<file path="src/rtl/alu_seq_exec_if.sv">
// Handshake and operand/result bundle between the decode stage and alu_seq_exec.
interface alu_seq_exec_if #(
  parameter int WIDTH = 32,
  parameter int SHW   = 5
) ();
  logic             in_valid;
  logic             in_ready;
  logic [3:0]       ctrl;
  logic [WIDTH-1:0] a;
  logic [WIDTH-1:0] b;
  logic [SHW-1:0]   shamt;
  logic [WIDTH-1:0] result;
  logic             zero;
  logic             illegal;
  logic             done;

  modport master (
    output in_valid, ctrl, a, b, shamt,
    input  in_ready, result, zero, illegal, done
  );

  modport slave (
    input  in_valid, ctrl, a, b, shamt,
    output in_ready, result, zero, illegal, done
  );
endinterface

</file>
<file path="src/rtl/alu_seq_exec.sv">
// Sequential execute unit: single-cycle logic/arithmetic ops, iterative SLL
// (one bit per cycle), registered result with done/zero/illegal flags.
module alu_seq_exec #(
  parameter int WIDTH = 32,
  parameter int SHW   = 5
) (
  input  logic          clk,
  input  logic          rst_n,
  alu_seq_exec_if.slave bus
);
  localparam logic [3:0] OP_AND = 4'b0000;
  localparam logic [3:0] OP_OR  = 4'b0001;
  localparam logic [3:0] OP_ADD = 4'b0010;
  localparam logic [3:0] OP_SUB = 4'b0110;
  localparam logic [3:0] OP_SLT = 4'b0111;
  localparam logic [3:0] OP_JR  = 4'b1000;
  localparam logic [3:0] OP_SLL = 4'b1111;

  typedef enum logic {S_IDLE = 1'b0, S_SHIFT = 1'b1} state_t;

  state_t           r_state;
  state_t           w_state_nxt;
  logic [WIDTH-1:0] r_sh;
  logic [SHW-1:0]   r_cnt;
  logic [WIDTH-1:0] r_result;
  logic             r_zero;
  logic             r_illegal;
  logic             r_done;
  logic             w_ready;
  logic             w_accept;
  logic             w_is_sll;
  logic             w_shift_fin;
  logic [WIDTH:0]   w_alu;

  // Returns {illegal, result}; SLL never reaches here because it takes the shift path.
  function automatic logic [WIDTH:0] alu_eval(input logic [3:0] op,
                                              input logic [WIDTH-1:0] x,
                                              input logic [WIDTH-1:0] y);
    logic signed [WIDTH-1:0] sx;
    logic signed [WIDTH-1:0] sy;
    sx = x;
    sy = y;
    case (op)
      OP_AND:  return {1'b0, x & y};
      OP_OR:   return {1'b0, x | y};
      OP_ADD:  return {1'b0, x + y};
      OP_SUB:  return {1'b0, x - y};
      OP_SLT:  return {1'b0, {(WIDTH-1){1'b0}}, (sx < sy)};
      OP_JR:   return {1'b0, x};
      default: return {1'b1, {WIDTH{1'b0}}};
    endcase
  endfunction

  assign w_is_sll = (bus.ctrl == OP_SLL);
  assign w_accept = bus.in_valid & w_ready;
  assign w_alu    = alu_eval(bus.ctrl, bus.a, bus.b);

  always_ff @(posedge clk or negedge rst_n) begin
    if (!rst_n) r_state <= S_IDLE;
    else        r_state <= w_state_nxt;
  end

  always_comb begin
    w_state_nxt = r_state;
    case (r_state)
      S_IDLE:  if (w_accept && w_is_sll) w_state_nxt = S_SHIFT;
      S_SHIFT: if (r_cnt == '0)          w_state_nxt = S_IDLE;
      default: w_state_nxt = S_IDLE;
    endcase
  end

  always_comb begin
    w_ready     = (r_state == S_IDLE);
    w_shift_fin = (r_state == S_SHIFT) && (r_cnt == '0);
  end

  always_ff @(posedge clk or negedge rst_n) begin
    if (!rst_n) begin
      r_sh      <= '0;
      r_cnt     <= '0;
      r_result  <= '0;
      r_zero    <= 1'b1;
      r_illegal <= 1'b0;
      r_done    <= 1'b0;
    end else begin
      r_done <= 1'b0;
      if (w_accept && w_is_sll) begin
        r_sh  <= bus.b;
        r_cnt <= bus.shamt;
      end else if (w_accept) begin
        r_result  <= w_alu[WIDTH-1:0];
        r_zero    <= (w_alu[WIDTH-1:0] == '0);
        r_illegal <= w_alu[WIDTH];
        r_done    <= 1'b1;
      end else if (w_shift_fin) begin
        r_result  <= r_sh;
        r_zero    <= (r_sh == '0);
        r_illegal <= 1'b0;
        r_done    <= 1'b1;
      end else if (r_state == S_SHIFT) begin
        r_sh  <= r_sh << 1;
        r_cnt <= r_cnt - SHW'(1);
      end
    end
  end

  assign bus.in_ready = w_ready;
  assign bus.result   = r_result;
  assign bus.zero     = r_zero;
  assign bus.illegal  = r_illegal;
  assign bus.done     = r_done;
endmodule

</file>
<file path="src/flat_wrapper.sv">
// flat-port wrapper written by rule: the top's interface ports become plain ports
module alu_seq_exec_flat 
#(
  parameter int WIDTH = 32,
  parameter int SHW   = 5
)
  (clk, rst_n, bus_in_valid, bus_ctrl, bus_a, bus_b, bus_shamt, bus_in_ready, bus_result, bus_zero, bus_illegal, bus_done);
  alu_seq_exec_if #(.WIDTH(WIDTH), .SHW(SHW)) bus_i ();
  input  logic clk;
  input  logic rst_n;
  input wire logic [$bits(bus_i.in_valid)-1:0] bus_in_valid;
  input wire logic [$bits(bus_i.ctrl)-1:0] bus_ctrl;
  input wire logic [$bits(bus_i.a)-1:0] bus_a;
  input wire logic [$bits(bus_i.b)-1:0] bus_b;
  input wire logic [$bits(bus_i.shamt)-1:0] bus_shamt;
  output wire logic [$bits(bus_i.in_ready)-1:0] bus_in_ready;
  output wire logic [$bits(bus_i.result)-1:0] bus_result;
  output wire logic [$bits(bus_i.zero)-1:0] bus_zero;
  output wire logic [$bits(bus_i.illegal)-1:0] bus_illegal;
  output wire logic [$bits(bus_i.done)-1:0] bus_done;
  assign bus_i.in_valid = bus_in_valid;
  assign bus_i.ctrl = bus_ctrl;
  assign bus_i.a = bus_a;
  assign bus_i.b = bus_b;
  assign bus_i.shamt = bus_shamt;
  assign bus_in_ready = bus_i.in_ready;
  assign bus_result = bus_i.result;
  assign bus_zero = bus_i.zero;
  assign bus_illegal = bus_i.illegal;
  assign bus_done = bus_i.done;
  alu_seq_exec #(.WIDTH(WIDTH), .SHW(SHW)) u_core (.clk(clk), .rst_n(rst_n), .bus(bus_i));
endmodule
</file>
<file path="config.mk">
export PLATFORM = sky130hd
export DESIGN_NAME = alu_seq_exec_flat
export DESIGN_NICKNAME = d
export VERILOG_FILES = /design/src/rtl/alu_seq_exec_if.sv /design/src/rtl/alu_seq_exec.sv /design/src/flat_wrapper.sv
export SDC_FILE = /design/constraint.sdc
export NUM_CORES = 1
export LEC_CHECK = 0
export ABC_AREA = 1
export CORE_UTILIZATION = 50
export CTS_BUF_LIST = sky130_fd_sc_hd__clkbuf_16
export DETAILED_ROUTE_END_ITERATION = 8
export PLACE_DENSITY = 0.82
export SLEW_MARGIN = 25
export SYNTH_ARGS = -nofsm -noshare
export SYNTH_HDL_FRONTEND = slang
export SYNTH_SLANG_ARGS = --single-unit
</file>
<file path="constraint.sdc">
create_clock -name clk -period 2.6 [get_ports clk]
set_input_delay 0.39 -clock clk [delete_from_list [all_inputs] [get_ports clk]]
set_output_delay 0.39 -clock clk [all_outputs]
set_load 0.01 [all_outputs]
</file>
==> results of run 1 <==
state kept, by name (all words and copies together), names as in the netlist:
name and count:
u_core.r_cnt 5, u_core.bus.done 1, u_core.r_state 1, u_core.r_sh 32, u_core.bus.zero 1, u_core.bus.illegal 1
u_core.bus.result 32
critical path, delay by kind of cell:
family / cells / cell delay [ps]
and+or+nand+nor: 10 / 940
AOI/OAI and AO/OA: 2 / 470
buffers and inverters: 4 / 1090
cell families after synthesis:
group | after synthesis | synth area share
muxes | 1 | 0.0009630
xor gates and xnor gates | 2 | 0.001685
buffers and inverters | 385 | 0.1503
AOI/OAI and AO/OA | 275 | 0.1406
adders and majority gates | 112 | 0.1363
and+or+nand+nor | 998 | 0.3943
DFF | 73 | 0.1759
cell usage in the layout, fill, tap and decap left out, drive strengths merged, types with 2 or more instances in the layout:
master	synthesis	layout
clkdlybuf4s15	0	3
or2	5	5
dlymetal6s2s	0	9
a21oi	103	103
nand3b	4	4
inv	321	322
clkinvlp	0	2
nor3	21	21
o21ai	126	126
dfrtp	72	72
and2	2	2
o22ai	28	28
nor2	202	202
clkdlybuf4s50	0	56
xor2	2	2
bufinv	0	2
ha	110	110
o31ai	2	2
nand4	21	21
fa	2	2
nand3	145	145
clkinv	1	2
dlygate4sd2	0	40
o21bai	9	9
buf	45	433
clkbuf	18	11
nor4	5	5
nand2	593	593
worst max-delay path by stage:
stage               cells past startpoint  slack [ps]              end
floorplan                              22         250  u_core.bus.zero
global placement                       21        -780  u_core.bus.zero
finish                                 16         -20  u_core.bus.zero
global route                           22        -150  u_core.bus.zero
detailed placement                     21        -800  u_core.bus.zero
CTS                                    20         0.4  u_core.bus.zero
area by class of cell:
cell class | instances | area (sq um)
multi-input combinational | 1388 | 8546
timing repair buffer | 543 | 4432
fill | 1347 | 3622
sequential | 73 | 1828
inverter | 322 | 1216
tap | 270 | 337.8
clock buffer | 9 | 225.2
clock inverter | 6 | 92.59
where the power goes:
group / switching [W] / total (W) / internal [W] / leakage [nW]
logic: 0.00285 / 0.00499 / 0.00214 / 7.81
registers: 0.000416 / 0.00202 / 0.00160 / 0.951
clock network: 0.000520 / 0.00136 / 0.000840 / 0.148
total: 0.00379 / 0.00837 / 0.00458 / 8.91
metal layers:
metal | routed length [microns] | share of wire | GRT usage
met1 | 18430 | 0.37 | 0.5240
met2 | 23260 | 0.46 | 0.7650
met3 | 4080 | 0.081 | 0.06344
met4 | 4643 | 0.092 | 0.3688
met5 | 0 | 0 | 0
metrics by stage:
stage	instance area (sq um)	instances	setup WS, ps	utilization
2_1_floorplan	10400	1846	254.8	-
6_report	16680	2611	-22.09	0.8216
4_1_cts	16340	2605	0.4128	0.8047
3_5_place_dp	14640	2573	-796.4	0.7212
5_1_grt	16680	2611	-153.0	0.8216
3_3_place_gp	14640	2573	-784.8	0.7212
repair_timing:
item	CTS	global route
setup buffers	17	6
hold endpoints to repair	0	0
pin swaps	93	44
endpoints found under the setup margin	26	22
gates resized for setup	434	98
==> qor.yml, run 1 <==
sta:
  clock_skew_ps: 6.106
  fmax_ghz: 0.3814
  finalMaxSlewViolations: 0
  slew-limit-headroom: 0.3713
  hold_viol: 0
  finalWorstSetupSlack_ps: -22.09
  min_period_ps: 2622
  rsz0062_at_grt: "yes"
  whs_ps: 181.4
  tightest_slew_ps: 943.1
  finalSetupViolCount: 1
  post-route-period-util: 1.008
  tns_ps: -22.09
yosys:
  ys.flop_type: "dfrtp_1"
  synth_area_leaders: "nand2_1 21%, dfrtp_1 17%, ha_1 13%"
  synth_top_area_share: 0.2130
  yosysWarnings: 0
  yosysTopAreaCell: "nand2_1"
  syn_area_sq_um: 10390
  synth_common_cells: "590 x nand2_1, 317 x inv_1, 200 x nor2_1"
  yosys_register_bits: 73
  synth_nets: 2034
  syn_area_per_cell_sq_um: 5.631
  ys_seq_area_frac: 0.1759
  netlist_instances: 1846
  yosys.cell_count.top_type: "nand2_1"
  synth_edf_count: 0
  async_flop_share: 1.000
  yosysUniqueCellTypes: 42
floorplan:
  dieArea_sq_um: 21370
  initial_core_util: 0.5121
  row_count: 52
  fp.dieW_microns: 146.2
  die_h_microns: 146.2
  core_sq_um: 20300
  io_pins: 112
setup_path:
  path_class: "in2reg"
  cp_slowest_cell: "clkdlybuf4s50_1"
  crit_fanout: 12
  reg2reg_depth: 10
  slowest_delay_ps: 460
  cpMostUsedCell: "nor2_1"
  cp-start-kind: "input port"
  regToRegSetupSlack_ps: 270
  worstPathArrival_ps: 2900
  reg2reg_from: "u_core.r_state"
  cp-end-kind: "register"
  r2r_end: "u_core.bus.result[1]"
  cp_cell_sequence: "clkdlybuf4s50_1 -> inv_1 -> nor2_1 -> nand2_1 -> buf_4 -> o22ai_1 -> a21oi_1 -> buf_4 -> nand2_1 -> nor2_4 -> nand2_1 -> nor2_2 -> nand3_1 -> nor2_1 -> nor2_1 -> nor2_1"
  crit_start: "bus_ctrl[3]"
  critPathRequiredTime_ps: 2880
cts:
  path_clk_slew_ps: 60
  cts_hold_buf: 0
  insertion_delay_ps: 340
  cts-root-buf: "clkbuf_16"
  cts_max_level: 3
  clkSinkCount: 73
  clockBufferDepth: 2
  cts_tree: "built"
  cts_made_buffers: 9
grt:
  gr-usage-all-layers: 0.4575
  grt_overflow: 0
  grt_pass1_vias: 14697
  antenna_found_initial: 0
  grt_max_degree: 74
  grt_pass1_wl_microns: 76070
worst_hold_path:
  min_path_type: "in2async"
routing:
  vias: 14826
  viasPerCell: 5.678
  ant_nets: 0
  drt_wl_total_microns: 50420
  routedWlPerCell_microns: 19.31
  drc_errors: 0
  drtIter0Drc: 1576
  first_pass_iters: 8
cells_and_area:
  nNetsFinal: 2525
  drive_gt1_frac: 0.3601
  syn_to_final_growth_pct: 60.44
  diodes: 0
power:
  p_leak_nw: 8.907
  p_total_w: 0.008368
  ir_drop_mv: 0.5924
  p_per_area_nw_per_um2: 501.8
placement:
  dp_hpwl_microns: 37560
  io_buffers: 111
  place.gp.congestion: 1.050
status:
  status: "finished, violations left"
  violations: "negative setup slack"
job:
  cap_violations: 0
Power figures use the tool's default switching activity.
==> run 2: changes to the inputs <==
--- a/config.mk
+++ b/config.mk
@@ -6,10 +6,12 @@
 export NUM_CORES = 1
 export LEC_CHECK = 0
 export ABC_AREA = 1
-export CORE_UTILIZATION = 50
+export CELL_PAD_IN_SITES_DETAIL_PLACEMENT = 1
+export CELL_PAD_IN_SITES_GLOBAL_PLACEMENT = 2
+export CORE_UTILIZATION = 30
 export CTS_BUF_LIST = sky130_fd_sc_hd__clkbuf_16
 export DETAILED_ROUTE_END_ITERATION = 8
-export PLACE_DENSITY = 0.82
+export PLACE_DENSITY = 0.92
 export SLEW_MARGIN = 25
 export SYNTH_ARGS = -nofsm -noshare
 export SYNTH_HDL_FRONTEND = slang
==> run 2 against run 1 <==
Against the previous run: the run still ends with negative setup slack left; count of clock-buffer cells in the layout stayed put; cell area is 4.6% higher; core utilization is 30 points lower; maximum frequency is 0.63% lower; combinational power is 4.8% higher; clock skew is 2.7 ps higher; power is 4.0% higher; non-clock buffer count is 4 higher; critical path type unchanged.
==> qor.yml, run 2 (synthesized netlist as in run 1, its figures left out) <==
power:
  seq_power_share: 0.234  # -0.007
  switchingPower_w: 0.003965  # +4.7%
  comb_power_share: 0.601  # +0.005
  ir_drop_mv: 0.4062  # -31%
  clkPwrFrac: 0.165  # +0.002
  p_per_area_nw_per_um2: 498.5  # -0.66%
  p_leak_nw: 9.117  # +2.4%
  intPower_w: 0.004734  # +3.3%
  swShare: 0.4558  # +0.003350
floorplan:
  dieArea_sq_um: 35400  # +66%
  initial_core_util: 0.3077  # -0.2044
  fp.dieW_microns: 188.1  # +29%
  row_count: 67  # +29%
  core_sq_um: 33780  # +66%
  io_pins: 112  # unchanged
  die_h_microns: 188.1  # +29%
setup_path:
  reg2reg_from: "u_core.r_state"
  cp-end-kind: "register"
  cp_slowest_cell: "dlygate4sd2_1"
  slowest_delay_ps: 260  # -200 ps
  path_class: "in2reg"
  r2r_end: "u_core.r_sh[12]"
  crit_fanout: 2  # -10
  critPathRequiredTime_ps: 2870  # about the same
  regToRegSetupSlack_ps: 280  # about the same
  cp-start-kind: "input port"
  reg2reg_depth: 9  # -1
  cpMostUsedCell: "nand2_1"
  cp_cell_sequence: "dlygate4sd2_1 -> inv_2 -> buf_4 -> ha_2 -> inv_2 -> o21ai_2 -> nand2_1 -> nand2_1 -> buf_4 -> nand2_1 -> nand2_1 -> nand2_1 -> nand3_1 -> nand2_1 -> nand2_1 -> nor2_1 -> nor2_2 -> nand2_2 -> nor2_4 -> nand2_1 -> nor2_1 -> nor2_1 -> nor2_1"
  worstPathArrival_ps: 2910  # about the same
cells_and_area:
  final_cell_mix: "448 x nand2_1, 402 x buf_4, 218 x inv_1"
  final_cells: 2793  # +7.0%
  syn_to_final_growth_pct: 67.89
  diodes: 0  # unchanged
  nNetsFinal: 2529  # +0.16%
  layout_commonest_cell: "nand2_1"
  drive_gt1_frac: 0.4107  # +0.05056
grt:
  grtUsageMet1: 0.3561  # -0.1679
  met3_usage: 0.02807  # -0.03536
  grt_max_degree: 74  # unchanged
  antenna_found_initial: 0  # unchanged
  grt_overflow: 0  # unchanged
  grt.busiest_layer: "met2"
  grt_pass1_vias: 15463  # +5.2%
  use_met2: 0.5478  # -0.2172
  gr-usage-all-layers: 0.3070  # -0.1505
  grt_pass1_wl_microns: 84990  # +12%
placement:
  io_buffers: 111  # unchanged
  place.gp.congestion: 1.046  # -0.37%
  dp.cells: 2722  # +5.8%
  dp_hpwl_microns: 42310  # +13%
cts:
  cts_made_buffers: 9  # unchanged
  cts-root-buf: "clkbuf_16"
  clockBufferDepth: 2  # unchanged
  clkSinkCount: 73  # unchanged
  cts_max_level: 3  # unchanged
  cts_hold_buf: 0  # unchanged
  cts_tree: "built"
  path_clk_slew_ps: 60  # about the same
  insertion_delay_ps: 340  # about the same
routing:
  viasPerCell: 5.476  # -3.6%
  ant_nets: 0  # unchanged
  drtIter0Drc: 1271  # -19%
  drt_wl_total_microns: 62020  # +23%
  routedWlPerCell_microns: 22.21  # +15%
  vias: 15294  # +3.2%
  drc_errors: 0  # unchanged
  first_pass_iters: 5  # -3
sta:
  clock_skew_ps: 8.758  # +2.651 ps
  whs_ps: 78.25  # -103.1 ps
  tns_ps: -54.27  # -32.18 ps
  fmax_ghz: 0.3790  # -0.63%
  finalSetupViolCount: 2  # +1
  post-route-period-util: 1.015  # +0.006425
  min_period_ps: 2639  # +16.71 ps
  tightest_slew_ps: 732.7  # -210.4 ps
  slew-limit-headroom: 0.5116  # +0.1403
  finalMaxSlewViolations: 0  # unchanged
  finalWorstSetupSlack_ps: -38.80  # -16.71 ps
  hold_viol: 0  # unchanged
  rsz0062_at_grt: "yes"
status:
  status: "finished, violations left"
  violations: "negative setup slack"
job:
  cap_violations: 0  # unchanged
worst_hold_path:
  min_path_type: "in2async"
run 2: changes by cell type in the layout (fill, tap and decap cells not counted), sizes merged:
cell / delta
dlygate4sd2: -25
bufinv: +1
dlymetal6s2s: +6
clkinv: +2
clkdlybuf4s50: -12
buf: +5
clkinvlp: -2
clkdlybuf4s15: +10
clkbuf: +20
inv: -1
run 2: layout make-up:
cell class / count / area (sq um)
Tap cell: 448 / 560.5
Clock inverter: 6 / 107.6
Fill cell: 4374 / 16330
Timing Repair Buffer: 547 / 4523
Sequential cell: 73 / 1828
Clock buffer: 9 / 225.2
Multi-Input combinational cell: 1388 / 8994
Inverter: 322 / 1214
run 2: per-layer routing:
layer  wire (microns)  share of wire  vias to the layer above
li1                 -              -                     6761
met5                0              0                        -
met2            30150           0.49                      768
met1            23150           0.37                     7467
met3             3572          0.058                      298
met4             5147          0.083                        0
run 2: timing repair:
action / CTS / global route
setup buffers: 29 / 27
gates resized for setup: 467 / 290
pin swaps: 109 / 130
setup endpoints to repair: 28 / 22
run 2: power by group through the flow:
stage	logic [W]	clock network [W]	registers (W)
3_3_place_gp	0.00412	0	0.00200
3_5_place_dp	0.00429	0	0.00202
5_1_grt	0.00559	0.00150	0.00208
6_report	0.00523	0.00144	0.00203
2_1_floorplan	0.00211	0	0.00199
4_1_cts	0.00477	0.00145	0.00202
run 2: how the worst max path moves through the flow:
stage / cells past startpoint / slack (ps) / from / to
after floorplan: 22 / 250 / bus_b[0] / u_core.bus.zero
after global placement: 20 / -950 / bus_b[0] / u_core.bus.zero
after detailed placement: 21 / -1050 / bus_b[0] / u_core.bus.zero
after CTS: 18 / -3 / bus_b[27] / u_core.bus.zero
after global routing: 19 / -160 / bus_a[2] / u_core.bus.zero
final: 23 / -40 / bus_b[10] / u_core.bus.zero
run 2: worst max-delay path, delay by kind of cell:
family,cells,cell delay [ps]
buf+inv,5,700
fa+ha+maj,1,220
compound gates,1,210
simple gates,16,1390
run 2: stage by stage:
step	utilization	area (sq um)	power [W]	worst slack, ps
6_report	0.5166	17450	0.008700	-38.80
5_1_grt	0.5166	17450	0.009169	-163.0
4_1_cts	0.4912	16600	0.008240	-3.169
3_5_place_dp	0.4350	14700	0.006304	-1054
3_3_place_gp	0.4350	14700	0.006115	-952.7
2_1_floorplan	-	10400	0.004097	254.8
